===== src/rtl/apb_slave_regfile_if.sv =====
// rtl/apb_slave_regfile_if.sv - APB3 bus bundle for apb_slave_regfile (PSTRB present under APB_PSTRB_EN)
interface apb_slave_regfile_if #(
    parameter int ADDR_W = 12,
    parameter int DATA_W = 32
);
    logic              PSEL;
    logic              PENABLE;
    logic              PWRITE;
    logic [ADDR_W-1:0] PADDR;
    logic [DATA_W-1:0] PWDATA;
`ifdef APB_PSTRB_EN
    logic [DATA_W/8-1:0] PSTRB;
`endif
    logic [DATA_W-1:0] PRDATA;
    logic              PREADY;
    logic              PSLVERR;

    modport master (
`ifdef APB_PSTRB_EN
        output PSTRB,
`endif
        output PSEL, PENABLE, PWRITE, PADDR, PWDATA,
        input  PRDATA, PREADY, PSLVERR
    );

    modport slave (
`ifdef APB_PSTRB_EN
        input  PSTRB,
`endif
        input  PSEL, PENABLE, PWRITE, PADDR, PWDATA,
        output PRDATA, PREADY, PSLVERR
    );
endinterface


===== src/rtl/apb_slave_regfile.sv =====
// rtl/apb_slave_regfile.sv - APB3 register file with wait states, PSLVERR and abort; byte strobes under APB_PSTRB_EN
module apb_slave_regfile #(
    parameter int              ADDR_W      = 12,
    parameter int              DATA_W      = 32,
    parameter int              NUM_REGS    = 8,
    parameter int              WAIT_STATES = 2,
    parameter logic [DATA_W-1:0] RESET_VAL = '0
) (
    input  logic                         PCLK,
    input  logic                         PRESET,
    apb_slave_regfile_if.slave           apb,
    output logic [NUM_REGS*DATA_W-1:0]   reg_q
);
    localparam int NB       = DATA_W / 8;
    localparam int ADDR_LSB = $clog2(NB);
    localparam int IDX_W    = ADDR_W - ADDR_LSB;
    localparam logic [ADDR_W-1:0] LSB_MASK = ADDR_W'((32'd1 << ADDR_LSB) - 32'd1);
    localparam logic [3:0]        WAIT_CNT = 4'(WAIT_STATES);

    typedef enum logic [1:0] {IDLE, SETUP, ACCESS} state_t;

    state_t            state_q;
    logic [3:0]        cnt_q;
    logic              pready_q;
    logic              pslverr_q;
    logic [DATA_W-1:0] prdata_q;
    logic [DATA_W-1:0] regs_q [NUM_REGS];

    logic [IDX_W-1:0]  idx;
    logic [NB-1:0]     strb;
    logic              decode_err;
    logic              xfer_err;
    logic              acc_cyc;
    logic              setup_cyc;
    logic              wr_fire;
    logic [DATA_W-1:0] rd_word;
    logic [DATA_W-1:0] rdata_sel;

    assign idx        = apb.PADDR[ADDR_W-1:ADDR_LSB];
    assign decode_err = (32'(idx) >= 32'(NUM_REGS)) || (|(apb.PADDR & LSB_MASK));
    assign acc_cyc    = apb.PSEL & apb.PENABLE;
    assign setup_cyc  = apb.PSEL & ~apb.PENABLE;

`ifdef APB_PSTRB_EN
    assign strb     = apb.PSTRB;
    assign xfer_err = decode_err || (!apb.PWRITE && (|apb.PSTRB));
`else
    assign strb     = '1;
    assign xfer_err = decode_err;
`endif

    // The write lands on the edge that closes the cycle in which PREADY is high.
    assign wr_fire = pready_q & acc_cyc & apb.PWRITE & ~xfer_err;

    always_comb begin
        rd_word = '0;
        for (int i = 0; i < NUM_REGS; i++) begin
            if (32'(idx) == 32'(i)) rd_word = regs_q[i];
        end
    end

    assign rdata_sel = (xfer_err || apb.PWRITE) ? '0 : rd_word;

    // PREADY/PSLVERR/PRDATA are armed one edge ahead so they are high on ACCESS cycle WAIT_STATES+1.
    always_ff @(posedge PCLK or posedge PRESET) begin
        if (PRESET) begin
            state_q   <= IDLE;
            cnt_q     <= '0;
            pready_q  <= 1'b0;
            pslverr_q <= 1'b0;
            prdata_q  <= '0;
        end else begin
            pready_q  <= 1'b0;
            pslverr_q <= 1'b0;
            prdata_q  <= '0;
            if (pready_q) begin
                state_q <= IDLE;
                cnt_q   <= '0;
            end else begin
                case (state_q)
                    IDLE: begin
                        if (setup_cyc) begin
                            state_q <= SETUP;
                            cnt_q   <= WAIT_CNT;
                            if (WAIT_STATES == 0) begin
                                pready_q  <= 1'b1;
                                pslverr_q <= xfer_err;
                                prdata_q  <= rdata_sel;
                            end
                        end
                    end
                    SETUP, ACCESS: begin
                        if (acc_cyc) begin
                            state_q <= ACCESS;
                            cnt_q   <= (cnt_q == 4'd0) ? 4'd0 : cnt_q - 4'd1;
                            if (cnt_q <= 4'd1) begin
                                pready_q  <= 1'b1;
                                pslverr_q <= xfer_err;
                                prdata_q  <= rdata_sel;
                            end
                        end else begin
                            state_q <= IDLE;
                            cnt_q   <= '0;
                        end
                    end
                    default: begin
                        state_q <= IDLE;
                        cnt_q   <= '0;
                    end
                endcase
            end
        end
    end

    always_ff @(posedge PCLK or posedge PRESET) begin
        if (PRESET) begin
            for (int i = 0; i < NUM_REGS; i++) regs_q[i] <= RESET_VAL;
        end else if (wr_fire) begin
            for (int i = 0; i < NUM_REGS; i++) begin
                for (int b = 0; b < NB; b++) begin
                    if ((32'(idx) == 32'(i)) && strb[b]) regs_q[i][b*8 +: 8] <= apb.PWDATA[b*8 +: 8];
                end
            end
        end
    end

    always_comb begin
        reg_q = '0;
        for (int i = 0; i < NUM_REGS; i++) reg_q[i*DATA_W +: DATA_W] = regs_q[i];
    end

    assign apb.PRDATA  = prdata_q;
    assign apb.PREADY  = pready_q;
    assign apb.PSLVERR = pslverr_q;
endmodule


===== src/flat_wrapper.sv =====
// flat-port wrapper written by rule: the top's interface ports become plain ports
module apb_slave_regfile_flat 
#(
    parameter int              ADDR_W      = 12,
    parameter int              DATA_W      = 32,
    parameter int              NUM_REGS    = 8,
    parameter int              WAIT_STATES = 2,
    parameter logic [DATA_W-1:0] RESET_VAL = '0
)
  (PCLK, PRESET, reg_q, apb_PSEL, apb_PENABLE, apb_PWRITE, apb_PADDR, apb_PWDATA, apb_PRDATA, apb_PREADY, apb_PSLVERR);
  apb_slave_regfile_if #(.ADDR_W(ADDR_W), .DATA_W(DATA_W)) apb_i ();
  input  logic PCLK;
  input  logic PRESET;
  output logic [NUM_REGS*DATA_W-1:0] reg_q;
  input wire logic [$bits(apb_i.PSEL)-1:0] apb_PSEL;
  input wire logic [$bits(apb_i.PENABLE)-1:0] apb_PENABLE;
  input wire logic [$bits(apb_i.PWRITE)-1:0] apb_PWRITE;
  input wire logic [$bits(apb_i.PADDR)-1:0] apb_PADDR;
  input wire logic [$bits(apb_i.PWDATA)-1:0] apb_PWDATA;
  output wire logic [$bits(apb_i.PRDATA)-1:0] apb_PRDATA;
  output wire logic [$bits(apb_i.PREADY)-1:0] apb_PREADY;
  output wire logic [$bits(apb_i.PSLVERR)-1:0] apb_PSLVERR;
  assign apb_i.PSEL = apb_PSEL;
  assign apb_i.PENABLE = apb_PENABLE;
  assign apb_i.PWRITE = apb_PWRITE;
  assign apb_i.PADDR = apb_PADDR;
  assign apb_i.PWDATA = apb_PWDATA;
  assign apb_PRDATA = apb_i.PRDATA;
  assign apb_PREADY = apb_i.PREADY;
  assign apb_PSLVERR = apb_i.PSLVERR;
  apb_slave_regfile #(.ADDR_W(ADDR_W), .DATA_W(DATA_W), .NUM_REGS(NUM_REGS), .WAIT_STATES(WAIT_STATES), .RESET_VAL(RESET_VAL)) u_core (.PCLK(PCLK), .PRESET(PRESET), .apb(apb_i), .reg_q(reg_q));
endmodule

===== config.mk =====
export PLATFORM = sky130hd
export DESIGN_NAME = apb_slave_regfile_flat
export DESIGN_NICKNAME = d
export VERILOG_FILES = /design/src/rtl/apb_slave_regfile_if.sv /design/src/rtl/apb_slave_regfile.sv /design/src/flat_wrapper.sv
export SDC_FILE = /design/constraint.sdc
export NUM_CORES = 1
export LEC_CHECK = 0
export ABC_AREA = 0
export BUFFER_PORTS_ARGS = -buffer_cell sky130_fd_sc_hd__clkbuf_2
export CAP_MARGIN = 10
export CORE_ASPECT_RATIO = 1.75
export CORE_MARGIN = 4
export CORE_UTILIZATION = 45
export CTS_CLUSTER_DIAMETER = 200
export DETAILED_ROUTE_END_ITERATION = 8
export PLACE_DENSITY = 0.69
export REMOVE_ABC_BUFFERS = 1
export SLEW_MARGIN = 15
export SYNTH_ARGS = -nofsm -noshare
export SYNTH_HDL_FRONTEND = slang
export SYNTH_SLANG_ARGS = --single-unit
export TNS_END_PERCENT = 10

===== constraint.sdc =====
create_clock -name PCLK -period 13.85 [get_ports PCLK]
set_clock_uncertainty 0.1 [all_clocks]
set_input_delay 2.0775 -clock PCLK [delete_from_list [all_inputs] [get_ports PCLK]]
set_output_delay 2.0775 -clock PCLK [all_outputs]
set_load 0.005 [all_outputs]

==> results of run 1 <==
[metrics by stage]
step	cells	setup slack, ns
6_report	1760	9.03
3_3_place_gp	1713	8.53
5_1_grt	1760	8.97
4_1_cts	1760	9.07
2_1_floorplan	975	3.50
3_5_place_dp	1713	8.49
[cell usage after synthesis, types with 2 or more instances]
cell type / number
dfrtp_1: 296
mux2_2: 194
nand2_1: 29
or3_1: 4
mux2i_1: 64
a22o_1: 9
nor3_1: 2
ha_1: 3
clkbuf_1: 49
a22oi_1: 24
nand4b_1: 2
a21oi_1: 35
buf_2: 11
o22ai_1: 40
buf_6: 9
o21ai_0: 49
or4b_2: 3
nor2_1: 72
nor4_1: 2
mux2_1: 2
nand2b_1: 24
buf_1: 6
and3_1: 2
o21a_1: 32
nand4_1: 3
inv_1: 8
nand3_1: 5
o32ai_1: 2
mux2_4: 60
[worst max path at each step]
stage	start	end	cells past startpoint
floorplan	PRESET	u_core.apb.PRDATA[0]$_DFF_PP0_	1
global placement	apb_PADDR[4]	u_core.reg_q[80]$_DFFE_PP0P_	4
detailed placement	apb_PADDR[4]	u_core.reg_q[78]$_DFFE_PP0P_	4
CTS	apb_PADDR[4]	u_core.reg_q[78]$_DFFE_PP0P_	4
global route	apb_PADDR[11]	u_core.reg_q[113]$_DFFE_PP0P_	7
finish	apb_PADDR[4]	u_core.reg_q[78]$_DFFE_PP0P_	4
[flip-flops by register name, summed over array words and instances, names as in the netlist]
signal,count
u_core.cnt_q,4
u_core.apb.PSLVERR,1
u_core.state_q,2
u_core.apb.PREADY,1
u_core.reg_q,256
u_core.apb.PRDATA,32
[area by class of cell]
| cell class | instances | area, sq um | area share, % |
|---|---|---|---|
| Inverter | 8 | 37.5 | 0.228 |
| Clock inverter | 10 | 178 | 1.08 |
| Clock buffer | 37 | 763 | 4.63 |
| Sequential cell | 296 | 7410 | 44.9 |
| Timing Repair Buffer | 356 | 1830 | 11.1 |
| Tap cell | 382 | 478 | 2.90 |
| Multi-Input combinational cell | 671 | 5790 | 35.1 |
[kinds of logic (layout without fill, tap and decap cells)]
family,count (synthesis),in the layout,synth area share [%]
AO/OA/AOI/OAI,193,193,8.89
adder cells (fa/ha/maj),3,3,0.277
flip-flops,296,296,54.7
multiplexers,320,320,27.7
AND/OR/NAND/NOR,155,155,5.60
buffers and inverters,83,411,2.90
[layer usage]
| layer | GRT usage, % | up-vias | wire, um |
|---|---|---|---|
| met5 | 0 | - | 0 |
| met2 | 45.8 | 403 | 23000 |
| met4 | 12.1 | 0 | 2130 |
| met1 | 30.0 | 5229 | 15800 |
| li1 | - | 4383 | - |
| met3 | 4.19 | 99 | 2670 |
[critical path, stage by stage]
cell    delay, ns
buf_4        0.24
or4b_2       1.20
or3_2        1.10
mux2_4       0.48
[power breakdown]
group          switching, mW  total [mW]  internal, mW
Clock                  0.331       0.808         0.477
Combinational         0.0702      0.0975        0.0273
Sequential           0.00535       0.875         0.869
==> results.yml, run 1 <==
clocking:
  htreeDepth: 1
  cts_tree: "yes"
  clk_latency_ns: 0.54
  hold_buffers: 0
  numCtsBuffers: 27
  cts_setup_buffers: 0
  clockBufferDepth: 3
  cts-root-buf: "clkbuf_16"
  numClockSinks: 296
  clk_pin_slew_ns: 0.07
  cts.repair.resized: 0
power:
  power_density_nw_per_um2: 108
  p_total_mw: 1.78
  peakVddDrop_mv: 0.0892
  leakage_nw: 8.89
synth:
  netlist_area_sq_um: 13500
  synth_seq_cells: 296
  yosysUniqueCellTypes: 38
  yosysWarningCount: 0
  seq_area_frac_synth_pct: 54.7
  synthTopCellsByArea: "dfrtp_1 55%, mux2_2 16%, mux2_4 6.6%"
  synth_top_area_share_pct: 54.7
  synth-async-reset-ratio_pct: 100
  synth_top_cell_by_area: "dfrtp_1"
  avgSynthCellArea_sq_um: 12.9
  synth-edff-count: 0
  syn_inst: 1050
  synth-main-ff-cell: "dfrtp_1"
global_route:
  grt_usage_pct: 25.6
  antenna_found_initial: 0
  grt_pass1_vias: 10600
  overflow: 0
  grt_start_max_net_pins: 80
  grt_pass1_wl_um: 65600
timing:
  finalCritPeriodShare_pct: 34.8
  fin_crit_ns: 4.82
  drv_slew: 0
  tns_ns: 0
  tightest_slew_ns: 1.21
  rsz0062_at_grt: "false"
  hold_viol_final: 0
  fmax_mhz: 208
  finalSetupViolCount: 0
  slew_headroom_pct: 19.2
  hold_slack_ns: 0.426
floorplanning:
  core_sq_um: 29500
  dieHeight_um: 238
  placementRows: 83
  die-area_sq_um: 33100
  io-pin-count: 339
  chipWidth_um: 139
  initial_utilization_pct: 45.9
critical_path:
  rrSetupSlack_ns: 10.84
  start_kind: "primary input"
  path_max_fanout: 41
  crit_type: "primary input to register"
  rr_startpoint: "u_core.state_q[0]$_DFFE_PP0P_"
  worstReg2RegEnd: "u_core.apb.PRDATA[5]$_DFF_PP0_"
  cp.arrival_ns: 5.14
  critPathRequiredTime_ns: 14.18
  reg2reg_depth: 8
  endpoint_kind: "register"
cells_and_area:
  drive_above_1_share_pct: 48.4
  final_common_cell: "clkbuf_2"
  final_area_sq_um: 16500
  nNetsFinal: 1412
  area_growth_pct: 21.6
  num_antenna_cells: 0
  fillers: 2544
  most-common-layout-cells: "336 x clkbuf_2, 296 x dfrtp_1, 194 x mux2_2"
  utilization_pct: 55.9
placement:
  placed_area_sq_um: 15500
  port_buffers: 338
  gp_congestion: 0.833
  hpwl_um: 29200
min_path:
  min_from: "u_core.reg_q[50]$_DFFE_PP0P_"
  hold_class: "register to register"
  hold_end: "u_core.reg_q[50]$_DFFE_PP0P_"
  worstHoldPathCells: 1
routing:
  ant_nets: 0
  routed_via_density: 5.75
  via_count: 10100
  first_iter_violations: 581
  wl_um: 43600
  dr.pass1.iters: 4
  drcViolationCount: 0
  wire_per_inst_um: 24.8
job:
  maxCapViolCount: 0
run_status:
  run_status: "finished clean"
(Power assumes the default switching activity.)
==> run 2, diff against run 1 <==
--- a/config.mk
+++ b/config.mk
@@ -5,7 +5,7 @@
 export SDC_FILE = /design/constraint.sdc
 export NUM_CORES = 1
 export LEC_CHECK = 0
-export ABC_AREA = 0
+export ABC_AREA = 1
 export BUFFER_PORTS_ARGS = -buffer_cell sky130_fd_sc_hd__clkbuf_2
 export CAP_MARGIN = 10
 export CORE_ASPECT_RATIO = 1.75
@@ -13,7 +13,7 @@
 export CORE_UTILIZATION = 45
 export CTS_CLUSTER_DIAMETER = 200
 export DETAILED_ROUTE_END_ITERATION = 8
-export PLACE_DENSITY = 0.69
+export PLACE_DENSITY = 0.72
 export REMOVE_ABC_BUFFERS = 1
 export SLEW_MARGIN = 15
 export SYNTH_ARGS = -nofsm -noshare
==> constraint.sdc (replaced) <==
create_clock -name PCLK -period 4.3 [get_ports PCLK]
set_clock_uncertainty 0.1 [all_clocks]
set_input_delay 0.645 -clock PCLK [delete_from_list [all_inputs] [get_ports PCLK]]
set_output_delay 0.645 -clock PCLK [all_outputs]
set_load 0.005 [all_outputs]
==> run 2 against run 1 <==
- worst setup slack worse by 7.5 ns
- sequential cell count stayed put
- area after synthesis is 2.4% higher
- routed wire length is 12% higher
- via count is 31% higher
- synthesized cell count is 68% higher
- global-route usage is 2.4 points higher
- critical path depth is 7 higher
==> results.yml, run 2 <==
floorplanning:
  io-pin-count: 339
  chipWidth_um: 141
  die-area_sq_um: 33800
  placementRows: 84
  core_sq_um: 30300
  dieHeight_um: 240
  initial_utilization_pct: 45.9
global_route:
  grt_pass1_wl_um: 73900
  grt_pass1_vias: 13000
  antenna_found_initial: 2
  grt_start_max_net_pins: 123
  overflow: 0
  grt_usage_pct: 28.1
critical_path:
  crit_type: "register to register"
  critPathSlowestCell: "clkinv_1"
  critPathRequiredTime_ns: 4.64
  endpoint_kind: "register"
  max_stage_delay_ns: 0.53
  start_kind: "register"
  crit_path_cell_trace: "inv_1 -> ha_1 -> nand3_1 -> nor2_1 -> nand2_1 -> nor2_1 -> nand2_1 -> buf_4 -> clkinv_1 -> nand2_1 -> a21oi_1"
  path_max_fanout: 17
  cp.arrival_ns: 3.15
  cp.depth: 11
  worstReg2RegEnd: "u_core.apb.PRDATA[10]$_DFF_PP0_"
  rr_startpoint: "u_core.state_q[0]$_DFFE_PP0P_"
  cp_num_buf_inv: 3
  crit_path_frequent_cell: "nand2_1"
  crit_family: "buffers and inverters"
  rrSetupSlack_ns: 1.49
  reg2reg_depth: 11
clocking:
  clk_latency_ns: 0.55
  hold_buffers: 0
  clockBufferDepth: 3
  clk_pin_slew_ns: 0.07
  numClockSinks: 296
  cts_tree: "yes"
  numCtsBuffers: 28
  htreeDepth: 1
  cts.repair.resized: 0
  cts-root-buf: "clkbuf_16"
  cts_setup_buffers: 0
timing:
  rsz0062_at_grt: "false"
  tns_ns: 0
  slew_headroom_pct: 35.6
  finalSetupViolCount: 0
  fin_crit_ns: 2.81
  worst_slack_ns: 1.49
  tightest_slew_ns: 0.966
  hold_viol_final: 0
  fmax_mhz: 356
  drv_slew: 0
  finalCritPeriodShare_pct: 65.3
routing:
  dr.pass1.iters: 7
  wl_um: 49000
  routed_via_density: 5.42
  first_iter_violations: 1019
  drcViolationCount: 0
  ant_nets: 0
  via_count: 13200
  wire_per_inst_um: 20.1
synth:
  yosysWarningCount: 0
  synth-edff-count: 0
  yosysUniqueCellTypes: 27
  synth_top_cell_by_area: "dfrtp_1"
  synth_top_area_share_pct: 53.4
  synth-async-reset-ratio_pct: 100
  synth-main-ff-cell: "dfrtp_1"
  syn_inst: 1764
  avgSynthCellArea_sq_um: 7.87
  yosysMostFrequentCell: "nand2_1"
  synthTopCellsByArea: "dfrtp_1 53%, nand2_1 17%, o21ai_1 6.4%"
  netlist_area_sq_um: 13900
  seq_area_frac_synth_pct: 53.4
  synth_top_cells_by_count: "638 x nand2_1, 296 x dfrtp_1, 177 x o21ai_1"
  synth_seq_cells: 296
placement:
  port_buffers: 338
  hpwl_um: 32800
  dp.cells: 2385
  gp_congestion: 0.880
  place_ws_ns: 1.01
job:
  maxCapViolCount: 0
run_status:
  run_status: "finished clean"
power:
  leakage_nw: 9.59
  power_density_nw_per_um2: 350
  peakVddDrop_mv: 0.293
cells_and_area:
  drive_above_1_share_pct: 21.8
  final_common_cell: "nand2_1"
  final_cells: 2439
  nNetsFinal: 2080
  most-common-layout-cells: "634 x nand2_1, 338 x clkbuf_2, 296 x dfrtp_1"
  fillers: 2780
  largest_reg_flops: 256
  area_growth_pct: 20.2
min_path:
  hold_class: "primary input to async pin"
## run 2: changes by cell type after synthesis, moves of 30 or more
cell	delta
mux2_2	-194
o21a_1	-32
nand2_1	+609
inv_1	+128
mux2_4	-60
a21oi_1	+30
o22ai_1	-38
mux2i_1	-64
o21ai_0	+42
nand3_1	+75
o21ai_1	+177
buf_2	+55
## run 2: cells by family after synthesis
family | share of synthesized area (%)
buffers and inverters | 9.34
adder cells (fa/ha/maj) | 0.270
flip-flops | 53.4
AO/OA/AOI/OAI | 12.2
AND/OR/NAND/NOR | 24.8
XOR/XNOR | 0.0631
## run 2: per-layer routing
| layer | vias up | wire length (um) | GRT usage (%) |
|---|---|---|---|
| li1 | 6104 | - | - |
| met1 | 6270 | 17600 | 32.7 |
| met2 | 673 | 24600 | 48.5 |
| met3 | 166 | 3840 | 4.92 |
| met4 | 0 | 2960 | 16.0 |
| met5 | - | 0 | 0 |
## run 2: through the flow
step,util (%),instance area [sq um],hold WS [ns],total power [mW]
after floorplan,-,13100,0.358,3.02
after global placement,51.7,15700,0.388,3.14
after detailed placement,51.7,15700,0.390,3.15
after CTS,55.1,16700,0.185,5.87
after global routing,55.1,16700,0.203,6.03
final,55.1,16700,0.121,5.84
## run 2: worst max path at each step
stage / end / start / slack [ns]
floorplan: u_core.apb.PRDATA[0]$_DFF_PP0_ / PRESET / -4.62
global placement: u_core.reg_q[24]$_DFFE_PP0P_ / apb_PADDR[6] / 1.06
detailed placement: u_core.reg_q[11]$_DFFE_PP0P_ / apb_PADDR[9] / 1.01
CTS: u_core.apb.PRDATA[10]$_DFF_PP0_ / u_core.state_q[0]$_DFFE_PP0P_ / 1.47
global route: u_core.apb.PRDATA[21]$_DFF_PP0_ / u_core.state_q[0]$_DFFE_PP0P_ / 1.25
finish: u_core.apb.PRDATA[10]$_DFF_PP0_ / u_core.state_q[0]$_DFFE_PP0P_ / 1.49
## run 2: cell type report
cell class	count	area (sq um)	share of cell area [%]
clock buffers	38	810	4.85
well taps	387	484	2.90
inverters	143	544	3.26
multi-input cells	1190	5250	31.5
diodes	2	5.00	0.0300
flip-flops and latches	296	7410	44.4
clock inverters	14	216	1.30
repair buffers	369	1970	11.8
## run 2: worst register-to-register path: cells and delay by family (launching register included)
family                     cells  cell delay [ns]
AOI/OAI and AO/OA              1             0.06
and+or+nand+nor                6             0.91
adders and majority gates      1             0.29
buffers and inverters          3             0.99
DFF                            1             0.36
## run 2: power by group
| part | total [mW] | internal, mW | switching (mW) | leakage [nW] |
|---|---|---|---|---|
| sequential | 2.82 | 2.80 | 0.0182 | 3.75 |
| clock | 2.75 | 1.63 | 1.12 | 0.504 |
| combinational | 0.269 | 0.0717 | 0.197 | 5.34 |
| total | 5.84 | 4.50 | 1.34 | 9.59 |
